**src/rtl/rtc_bus_pkg.sv**
```systemverilog
// Shared definitions for the RTC bus: access phase encoding, idle pin levels and
// the burst-index to register-address map.
package rtc_bus_pkg;

  typedef enum logic [2:0] {
    ST_IDLE    = 3'd0,
    ST_ADDR    = 3'd1,
    ST_GAP     = 3'd2,
    ST_DATA    = 3'd3,
    ST_RECOVER = 3'd4
  } phase_state_t;

  localparam logic       BUS_STROBE_IDLE = 1'b1;
  localparam logic [7:0] BUS_DATA_IDLE   = 8'h00;

  // Burst index -> RTC register: time/date block first, then the timer block
  function automatic logic [7:0] reg_addr(input logic [3:0] idx);
    logic [7:0] a;
    case (idx)
      4'd0:    a = 8'h21;
      4'd1:    a = 8'h22;
      4'd2:    a = 8'h23;
      4'd3:    a = 8'h24;
      4'd4:    a = 8'h25;
      4'd5:    a = 8'h26;
      4'd6:    a = 8'h31;
      4'd7:    a = 8'h32;
      4'd8:    a = 8'h33;
      default: a = 8'h21;
    endcase
    return a;
  endfunction

endpackage

```
**src/rtl/rtc_bus_phase.sv**
```systemverilog
// Single-access timing engine for the RTC bus: ADDR -> GAP -> DATA -> RECOVER,
// all timed by one down-counter, with the pin drive decoded from the phase state.
module rtc_bus_phase
  import rtc_bus_pkg::*;
#(
  parameter int unsigned PHASE_CYC = 8,
  parameter int unsigned GAP_CYC   = 4
) (
  input  logic         clk,
  input  logic         reset,
  input  logic         start,
  input  logic         is_write,
  input  logic [7:0]   addr,
  input  logic [7:0]   wdata,
  input  logic [3:0]   tag,
  input  logic [7:0]   dat_in,
  output logic         CS,
  output logic         RD,
  output logic         WR,
  output logic         AD,
  output logic [7:0]   dat_out,
  output logic         dat_oe,
  output logic         done,
  output logic         rvalid,
  output logic [7:0]   rdata,
  output logic [3:0]   rtag,
  output phase_state_t state
);

  localparam int unsigned MAX_CYC = (PHASE_CYC > GAP_CYC) ? PHASE_CYC : GAP_CYC;
  localparam int unsigned CNT_W   = $clog2(MAX_CYC) + 1;
  localparam logic [CNT_W-1:0] PHASE_LOAD = CNT_W'(PHASE_CYC - 1);
  localparam logic [CNT_W-1:0] GAP_LOAD   = CNT_W'(GAP_CYC - 1);

  phase_state_t     state_n;
  logic [CNT_W-1:0] cnt, cnt_n;
  logic             last, accept, capture;
  logic [7:0]       addr_q, wdata_q;
  logic             write_q;
  logic [3:0]       tag_q;

  assign last    = (cnt == '0);
  // A new access may begin from IDLE or straight out of the final RECOVER cycle
  assign accept  = start && ((state == ST_IDLE) || ((state == ST_RECOVER) && last));
  assign done    = (state == ST_RECOVER) && last;
  assign capture = (state == ST_DATA) && last && !write_q;

  always_comb begin
    state_n = state;
    cnt_n   = last ? cnt : cnt - CNT_W'(1);
    case (state)
      ST_IDLE:    if (accept) begin state_n = ST_ADDR;    cnt_n = PHASE_LOAD; end
      ST_ADDR:    if (last)   begin state_n = ST_GAP;     cnt_n = GAP_LOAD;   end
      ST_GAP:     if (last)   begin state_n = ST_DATA;    cnt_n = PHASE_LOAD; end
      ST_DATA:    if (last)   begin state_n = ST_RECOVER; cnt_n = GAP_LOAD;   end
      ST_RECOVER: if (last) begin
        if (accept) begin state_n = ST_ADDR; cnt_n = PHASE_LOAD; end
        else        state_n = ST_IDLE;
      end
      default:    state_n = ST_IDLE;
    endcase
  end

  always_ff @(posedge clk or negedge reset) begin
    if (!reset) begin
      state   <= ST_IDLE;
      cnt     <= '0;
      addr_q  <= '0;
      wdata_q <= '0;
      write_q <= 1'b0;
      tag_q   <= '0;
      rvalid  <= 1'b0;
      rdata   <= '0;
      rtag    <= '0;
    end else begin
      state  <= state_n;
      cnt    <= cnt_n;
      rvalid <= capture;
      if (accept) begin
        addr_q  <= addr;
        wdata_q <= wdata;
        write_q <= is_write;
        tag_q   <= tag;
      end
      if (capture) begin
        rdata <= dat_in;
        rtag  <= tag_q;
      end
    end
  end

  // CS is low only while ADDR or DATA actually drives the bus
  always_comb begin
    CS      = BUS_STROBE_IDLE;
    RD      = BUS_STROBE_IDLE;
    WR      = BUS_STROBE_IDLE;
    AD      = BUS_STROBE_IDLE;
    dat_oe  = 1'b0;
    dat_out = BUS_DATA_IDLE;
    case (state)
      ST_ADDR: begin
        CS      = 1'b0;
        WR      = 1'b0;
        AD      = 1'b0;
        dat_oe  = 1'b1;
        dat_out = addr_q;
      end
      ST_DATA: begin
        CS = 1'b0;
        if (write_q) begin
          WR      = 1'b0;
          dat_oe  = 1'b1;
          dat_out = wdata_q;
        end else begin
          RD = 1'b0;
        end
      end
      default: ;
    endcase
  end

endmodule

```
**src/rtl/rtc_access_scheduler.sv**
```systemverilog
// Owns the RTC bus: periodic refresh bursts over the time/timer registers with
// one-shot edit writes slotted in between reads.
module rtc_access_scheduler
  import rtc_bus_pkg::*;
#(
  parameter int unsigned PHASE_CYC   = 8,
  parameter int unsigned GAP_CYC     = 4,
  parameter int unsigned REFRESH_CYC = 1_000_000,
  parameter int unsigned NUM_REGS    = 9
) (
  input  logic       clk,
  input  logic       reset,
  output logic       CS,
  output logic       RD,
  output logic       WR,
  output logic       AD,
  output logic [7:0] dat_out,
  output logic       dat_oe,
  input  logic [7:0] dat_in,
  input  logic       wr_req,
  input  logic [7:0] wr_addr,
  input  logic [7:0] wr_data,
  output logic       wr_ack,
  output logic       rd_valid,
  output logic [3:0] rd_idx,
  output logic [7:0] rd_data,
  output logic       busy
);

  localparam int unsigned REF_W = $clog2(REFRESH_CYC);
  localparam logic [REF_W-1:0] REF_LAST = REF_W'(REFRESH_CYC - 1);
  localparam logic [3:0]       LAST_IDX = 4'(NUM_REGS - 1);

  phase_state_t     state;
  logic             done;
  logic [REF_W-1:0] ref_cnt;
  logic             tick, refresh_pend, wr_block;
  logic [3:0]       burst_idx, cur_idx;
  logic             cur_write;
  logic             can_arb, burst_end, grant_wr, grant_rd, start;
  logic [7:0]       acc_addr;

  assign tick      = (ref_cnt == REF_LAST);
  assign can_arb   = (state == ST_IDLE) || done;
  assign burst_end = done && !cur_write && (cur_idx == LAST_IDX);
  // Writes beat refresh; a held wr_req is blocked until it has dropped once
  assign grant_wr  = can_arb && wr_req && !wr_block;
  assign grant_rd  = can_arb && !grant_wr && refresh_pend && !burst_end;
  assign start     = grant_wr || grant_rd;
  assign acc_addr  = grant_wr ? wr_addr : reg_addr(burst_idx);
  assign wr_ack    = done && cur_write;
  assign busy      = (state != ST_IDLE);

  always_ff @(posedge clk or negedge reset) begin
    if (!reset) begin
      ref_cnt      <= '0;
      refresh_pend <= 1'b0;
      burst_idx    <= '0;
      wr_block     <= 1'b0;
      cur_idx      <= '0;
      cur_write    <= 1'b0;
    end else begin
      ref_cnt <= tick ? '0 : ref_cnt + REF_W'(1);
      // A tick landing while a burst is pending or running is simply absorbed
      if (burst_end) begin
        refresh_pend <= 1'b0;
        burst_idx    <= '0;
      end else begin
        if (tick) refresh_pend <= 1'b1;
        if (grant_rd) burst_idx <= (burst_idx == LAST_IDX) ? '0 : burst_idx + 4'd1;
      end
      if (!wr_req)       wr_block <= 1'b0;
      else if (grant_wr) wr_block <= 1'b1;
      if (start) begin
        cur_write <= grant_wr;
        cur_idx   <= burst_idx;
      end
    end
  end

  rtc_bus_phase #(
    .PHASE_CYC (PHASE_CYC),
    .GAP_CYC   (GAP_CYC)
  ) u_phase (
    .clk      (clk),
    .reset    (reset),
    .start    (start),
    .is_write (grant_wr),
    .addr     (acc_addr),
    .wdata    (wr_data),
    .tag      (burst_idx),
    .dat_in   (dat_in),
    .CS       (CS),
    .RD       (RD),
    .WR       (WR),
    .AD       (AD),
    .dat_out  (dat_out),
    .dat_oe   (dat_oe),
    .done     (done),
    .rvalid   (rd_valid),
    .rdata    (rd_data),
    .rtag     (rd_idx),
    .state    (state)
  );

endmodule

```
**config.mk**
```make
export PLATFORM = sky130hd
export DESIGN_NAME = rtc_access_scheduler
export DESIGN_NICKNAME = d
export VERILOG_FILES = /design/src/rtl/rtc_bus_pkg.sv /design/src/rtl/rtc_bus_phase.sv /design/src/rtl/rtc_access_scheduler.sv
export SDC_FILE = /design/constraint.sdc
export NUM_CORES = 1
export LEC_CHECK = 0
export BUFFER_PORTS_ARGS = -buffer_cell sky130_fd_sc_hd__buf_4
export CAP_MARGIN = 20
export CORE_MARGIN = 5
export CORE_UTILIZATION = 50
export CTS_CLUSTER_SIZE = 20
export DETAILED_ROUTE_END_ITERATION = 7
export PLACE_DENSITY = 0.72
export SYNTH_ARGS = -nofsm -noshare
export SYNTH_HDL_FRONTEND = slang
export SYNTH_HIERARCHICAL = 1
export SYNTH_SLANG_ARGS = --single-unit
```
**constraint.sdc**
```tcl
create_clock -name clk -period 3.5 [get_ports clk]
set_input_delay 0.525 -clock clk [delete_from_list [all_inputs] [get_ports clk]]
set_output_delay 0.525 -clock clk [all_outputs]
set_load 0.02 [all_outputs]
```
==> summary.txt, run 1 <==
Status - finished clean
DP Wirelength - 5190 µm
Placed cell count - 458
Post-Syn Nets - 347
WL final - 7260 µm
#FFs+latches synth - 72
Core area - 0.00714 mm²
Final Cycle Share - 0.843
RSZ-0062 raised after global routing - false
H-tree depth reported by CTS - 3
DRC - 0
Mapped Cells - 315
CP startpoint kind - flip-flop
Crit-path max FO - 22
Port bufs - 54
# rows - 31
First-pass GRT wire length - 12200 µm
Largest net degree at the start of global routing - 73
Vias - 2579
Starting density of the core - 0.507
Final hold violations - 0
Synthesis warning total - 6
Die H - 95.1 µm
Slew headroom - 0.407
PostCTS Resize Cnt - 0
I/O pin count - 55
Initial drt markers - 157
Via density - 5.44
EDFF count, synth - 0
Clk pin slew, worst setup/hold paths - 80 ps
Setup TNS - 0 ps
Setup violators final - 0
Slew Limit Fails - 0
Cell Pwr Density - 658 mW/mm²
Leakage dissipation - 0.00195 µW
Clock Tree Buf Depth - 2
Number of setup buffers added after CTS - 0
Post-route cell area - 0.00430 mm²
Final GP Congestion - 0.818
Hold-fix buffers, CTS - 0
Vias in the first global route - 2546
Register area share after synthesis - 0.498
Num CTS Buffers - 9
Crit Path Class - reg2reg
Area Overhead vs Synth - 18.7%
Mapped Avg Cell Area - 11.5 µm²
Synth cell types - 63
Peak VDD IR - 0.413 mV
Crit path capture type - flip-flop
Min cycle time layout - 2950 ps
Area post-placement - 0.00409 mm²
Initial antenna violation count - 0
Worst path arrival time - 3170 ps
CP required - 3720 ps
Pre-CTS WS - 552 ps
Post-DRT Antenna Nets - 0
Max Clk Rate - 339 MHz
Share of layout cells above drive strength 1 - 0.352
Clock Skews - 6.54 ps
Hold Crit Class - in2async
CTS tree - yes
Clock sink count - 72
Worst skew pair latency - 340 ps
Nets@finish - 402
Post-Syn Area - 0.00362 mm²
Finished Layout Cells - 474
Root buffer cell - clkbuf_8
First-pass DRT Iterations - 4
Diode count - 0
GRT Overall Usage - 0.171
Most frequent cells in the layout - dfrtp_1, buf_4, mux2_2
Final setup margin - 549 ps
Die X-Extent - 95.1 µm
Prevailing post-synth register cell - dfrtp_1
Max-cap violations - 0
Final core area utilization - 0.602
Async set-reset flop share out of synthesis - 1.00
Full die area - 0.00904 mm²
Least-Margin Pin Slew - 889 ps
Wirelength per Cell - 15.3 µm
Most common cell after layout, fill and taps aside - dfrtp_1
Remaining Overflow, GRT - 0
## metrics by stage
stage / hold slack [ps] / total power [µW]
floorplan: 229 / 1830
global placement: 471 / 2150
detailed placement: 477 / 2180
CTS: 341 / 2850
global route: 391 / 3000
finish: 312 / 2830
## power by group
| part | internal, µW | leakage, µW | switching [µW] | total, µW |
|---|---|---|---|---|
| Clock | 351 | 0.0000989 | 319 | 670 |
| Combinational | 467 | 0.000958 | 530 | 997 |
| Sequential | 1020 | 0.000898 | 137 | 1160 |
## registers in the layout, indices dropped and copies added, names as in the netlist
signal           flops
u_phase/rvalid       1
u_phase/addr_q       8
burst_idx            4
cur_write            1
cur_idx              4
u_phase/write_q      1
u_phase/tag_q        4
ref_cnt             20
u_phase/cnt          4
u_phase/rdata        8
u_phase/rtag         4
u_phase/wdata_q      8
u_phase/state        3
wr_block             1
refresh_pend         1
## cells by family after synthesis
family / synth area share
compound gates: 0.0895
xor+xnor: 0.0363
fa+ha+maj: 0.0173
buf+inv: 0.0297
flops: 0.498
mux: 0.135
simple gates: 0.195
## cells in the mapped netlist (all sizes together) (5+ instances only)
library cell / n / area share
nand2: 12 / 0.012
inv: 13 / 0.013
and2: 5 / 0.0086
xnor2: 11 / 0.027
nor3: 10 / 0.021
buf: 6 / 0.012
nor2: 32 / 0.033
mux2i: 6 / 0.017
nand3: 12 / 0.023
a21oi: 13 / 0.022
a22oi: 8 / 0.017
dfrtp: 72 / 0.50
ha: 5 / 0.017
mux2: 38 / 0.12
nor4: 6 / 0.020
nand4: 7 / 0.018
o21ai: 5 / 0.0069
## worst paths after layout
path                                start          endpoint  slack [ps]  depth (start not counted)
min                                 reset        ref_cnt[7]         310                          1
max reg2reg                u_phase/cnt[0]  u_phase/tag_q[1]         550                          9
min reg2reg                    ref_cnt[0]        ref_cnt[0]         490                          1
max in group asynchronous           reset      burst_idx[0]        2620                          1
max                        u_phase/cnt[0]  u_phase/tag_q[1]         550                          9
min in group clk                dat_in[5]  u_phase/rdata[5]         410                          2
## worst max-delay path, stage by stage (launching register included)
cell and delay [ps]:
dfrtp_1 400, inv_1 60, ha_1 200, nor3b_4 330, and3_2 320, nor2_1 70, a21oi_2 290, nand2_1 170
a21oi_4 590, mux2_2 410
## layout make-up
| type | instances | area [µm²] |
|---|---|---|
| clock buffer | 10 | 138 |
| clock inverter | 6 | 67.6 |
| fill | 635 | 2840 |
| inverter | 13 | 48.8 |
| multi-input combinational | 220 | 1710 |
| sequential | 72 | 1800 |
| tap | 99 | 124 |
| timing repair buffer | 54 | 405 |
## metal layers
layer / global-route usage / part of all wire / vias up
met2: 0.251 / 0.47 / 48
met5: 0 / 0 / -
met1: 0.244 / 0.48 / 1279
met4: 0.0697 / 0.011 / 0
li1: - / - / 1246
met3: 0.0379 / 0.040 / 6
(Power assumes the default switching activity.)
==> inputs of run 2 (changes only) <==
--- a/config.mk
+++ b/config.mk
@@ -5,13 +5,14 @@
 export SDC_FILE = /design/constraint.sdc
 export NUM_CORES = 1
 export LEC_CHECK = 0
+export ABC_AREA = 1
 export BUFFER_PORTS_ARGS = -buffer_cell sky130_fd_sc_hd__buf_4
 export CAP_MARGIN = 20
 export CORE_MARGIN = 5
 export CORE_UTILIZATION = 50
 export CTS_CLUSTER_SIZE = 20
 export DETAILED_ROUTE_END_ITERATION = 7
-export PLACE_DENSITY = 0.72
+export PLACE_DENSITY = 0.74
 export SYNTH_ARGS = -nofsm -noshare
 export SYNTH_HDL_FRONTEND = slang
 export SYNTH_HIERARCHICAL = 1
==> constraint.sdc (replaced) <==
create_clock -name clk -period 2.4 [get_ports clk]
set_input_delay 0.36 -clock clk [delete_from_list [all_inputs] [get_ports clk]]
set_output_delay 0.36 -clock clk [all_outputs]
set_load 0.02 [all_outputs]
==> run 2 against run 1 <==
  * Cell count up 38%
  * Critical path depth up 4
  * Count of clock-buffer cells in the layout did not move
  * Largest power group is now combinational cells
  * Via count is 25% higher
  * First-iteration DRC count decreased by 3.8%
  * Critical path type unchanged
==> summary.txt, run 2 <==
EDFF count, synth - 0 (unchanged)
Min cycle time layout - 2160 ps (was 2950 ps)
Setup violators final - 0 (unchanged)
Total power - 4420 µW (was 2830 µW)
Status - finished clean (unchanged)
Comb power frac - 0.404 (was 0.353)
Worst path arrival time - 2390 ps (was 3170 ps)
Finished Layout Cells - 652 (was 474)
FF-to-FF Start - u_phase/cnt[0] (unchanged)
Area post-placement - 0.00432 mm² (was 0.00409 mm²)
Mapped Avg Cell Area - 7.94 µm² (was 11.5 µm²)
Num CTS Buffers - 9 (unchanged)
CP required - 2630 ps (was 3720 ps)
Crit-path max FO - 22 (unchanged)
Die X-Extent - 97.6 µm (was 95.1 µm)
Full die area - 0.00952 mm² (was 0.00904 mm²)
Root buffer cell - clkbuf_8 (unchanged)
Synth area leaders - dfrtp_1, nand2_1, inv_1, nor2_1, nand3_1 (was dfrtp_1, mux2_2, nor2_1, xnor2_1, ha_1)
Final Cycle Share - 0.899 (was 0.843)
Port bufs - 54 (unchanged)
# rows - 32 (was 31)
Most numerous cell in the Yosys netlist - nand2_1 (was dfrtp_1)
Max Clk Rate - 463 MHz (was 339 MHz)
Sw Share - 0.388 (was 0.349)
Top cell type's share of synthesized area - 0.470 (was 0.498)
Setup TNS - 0 ps (unchanged)
Slew headroom - 0.411 (was 0.407)
Pre-CTS WS - 11.8 ps (was 552 ps)
RSZ-0062 raised after global routing - false (unchanged)
Initial antenna violation count - 0 (unchanged)
CTS tree - yes (unchanged)
Share of layout cells above drive strength 1 - 0.211 (was 0.352)
Post-DRT Antenna Nets - 0 (unchanged)
Starting density of the core - 0.504 (was 0.507)
Diode count - 0 (unchanged)
Worst r2r path cells - 13 (was 9)
WL final - 8210 µm (was 7260 µm)
Final GP Congestion - 0.993 (was 0.818)
CP startpoint kind - flip-flop (unchanged)
Clk pin slew, worst setup/hold paths - 80 ps (about the same)
Number of setup buffers added after CTS - 0 (unchanged)
Least-Margin Pin Slew - 883 ps (was 889 ps)
R2r setup slk - 240 ps (was 550 ps)
P_int - 2700 µW (was 1840 µW)
Final setup margin - 241 ps (was 549 ps)
Share of power burned in registers - 0.382 (was 0.410)
Wirelength per Cell - 12.6 µm (was 15.3 µm)
Clock sink count - 72 (unchanged)
Vias - 3230 (was 2579)
Initial drt markers - 151 (was 157)
Final hold violations - 0 (unchanged)
Post-route cell area - 0.00455 mm² (was 0.00430 mm²)
Hold Crit Class - in2async (unchanged)
Remaining Overflow, GRT - 0 (unchanged)
First-pass DRT Iterations - 5 (was 4)
Peak VDD IR - 0.594 mV (was 0.413 mV)
Post-Syn Area - 0.00383 mm² (was 0.00362 mm²)
DP Wirelength - 5950 µm (was 5190 µm)
Max reg flops - 20 (unchanged)
I/O pin count - 55 (unchanged)
Crit Path Class - reg2reg (unchanged)
Cell Pwr Density - 971 mW/mm² (was 658 mW/mm²)
Most frequent cells in the layout - nand2_1, inv_1, dfrtp_1 (was dfrtp_1, buf_4, mux2_2)
Synth cell types - 34 (was 63)
Nets@finish - 578 (was 402)
R2r endpoint - u_phase/cnt[0] (was u_phase/tag_q[1])
Worst skew pair latency - 340 ps (about the same)
Largest net degree at the start of global routing - 73 (unchanged)
Register area share after synthesis - 0.470 (was 0.498)
Crit path capture type - flip-flop (unchanged)
Prevailing post-synth register cell - dfrtp_1 (unchanged)
Clock Tree Buf Depth - 2 (unchanged)
Mapped Cells - 483 (was 315)
Async set-reset flop share out of synthesis - 1.00 (unchanged)
Largest Register - ref_cnt (unchanged)
H-tree depth reported by CTS - 3 (unchanged)
Most common cell after layout, fill and taps aside - nand2_1 (was dfrtp_1)
First-pass GRT wire length - 14000 µm (was 12200 µm)
Placed cell count - 636 (was 458)
DRC - 0 (unchanged)
Via density - 4.95 (was 5.44)
Top cells by count, synth - nand2_1, inv_1, dfrtp_1 (was dfrtp_1, mux2_2, nor2_1)
Area Overhead vs Synth - 18.6% (was 18.7%)
Synth area leader - dfrtp_1 (unchanged)
Die H - 97.6 µm (was 95.1 µm)
Post-Syn Nets - 515 (was 347)
Max-cap violations - 0 (unchanged)
Clock Skews - 7.10 ps (was 6.54 ps)
Clk pwr share - 0.214 (was 0.237)
P_sw - 1710 µW (was 987 µW)
Vias in the first global route - 3103 (was 2546)
Synthesis warning total - 6 (unchanged)
GRT Overall Usage - 0.178 (was 0.171)
Slew Limit Fails - 0 (unchanged)
Leakage dissipation - 0.00230 µW (was 0.00195 µW)
Core area - 0.00761 mm² (was 0.00714 mm²)
#FFs+latches synth - 72 (unchanged)
run 2: cell type report:
class / instances / area, µm²
repair buffers: 58 / 435
flip-flops and latches: 72 / 1800
clock inverters: 5 / 57.6
clock buffers: 10 / 138
repair inverters: 1 / 11.3
well taps: 102 / 128
multi-input cells: 322 / 1660
fillers: 662 / 3060
inverters: 82 / 322
run 2: per-layer routing:
metal  wire length [µm]  GRT usage  up-vias  part of all wire
li1                   -          -     1634                 -
met4                195     0.0596        0             0.024
met1               3620      0.221     1486              0.44
met3                409     0.0503       18             0.050
met2               3990      0.297       92              0.49
met5                  0          0        -                 0
run 2: worst max path at each step:
stage	start	end	slack, ps	cells past startpoint
final	u_phase/cnt[0]	u_phase/cnt[0]	240	13
after global routing	u_phase/cnt[0]	u_phase/cnt[0]	50	13
after CTS	u_phase/cnt[0]	u_phase/addr_q[7]	70	12
after detailed placement	u_phase/cnt[0]	u_phase/addr_q[7]	10	12
after global placement	u_phase/cnt[0]	u_phase/addr_q[5]	180	12
after floorplan	u_phase/cnt[0]	u_phase/cnt[0]	200	14
run 2: cells by family after synthesis:
group	share of synthesized area
flip-flops	0.470
adder cells (fa/ha/maj)	0.0163
buffers and inverters	0.101
AND/OR/NAND/NOR	0.304
XOR/XNOR	0.0274
AO/OA/AOI/OAI	0.0816
run 2: power groups by stage:
stage | combinational [µW] | clock, µW | sequential [µW]
floorplan | 1120 | 0 | 1760
global placement | 1730 | 0 | 1690
detailed placement | 1770 | 0 | 1710
CTS | 1780 | 973 | 1690
global route | 1990 | 1040 | 1720
finish | 1790 | 943 | 1690
run 2: timing repair:
action,CTS,global route
endpoints found under the hold margin,0,0
pin swaps,0,1
hold buffers,0,0
resized for setup,1,6
setup endpoints to repair,2,27
cloned,0,1
run 2: critical path, cell delays in order (launching register included):
cell,delay (ps)
dfrtp_1,410
inv_1,90
ha_1,220
nand2_4,110
nor2_1,160
inv_1,70
nor2_1,90
nand4_1,130
nand3_2,170
nand2_4,110
nand3_4,160
clkinv_8,130
nor2_1,120
nand2_1,60
run 2: per-stage QoR:
stage / util / hold slack (ps)
after floorplan: - / 64.4
after global placement: 0.568 / 461
after detailed placement: 0.568 / 462
after CTS: 0.594 / 163
after global routing: 0.598 / 194
final: 0.598 / 135
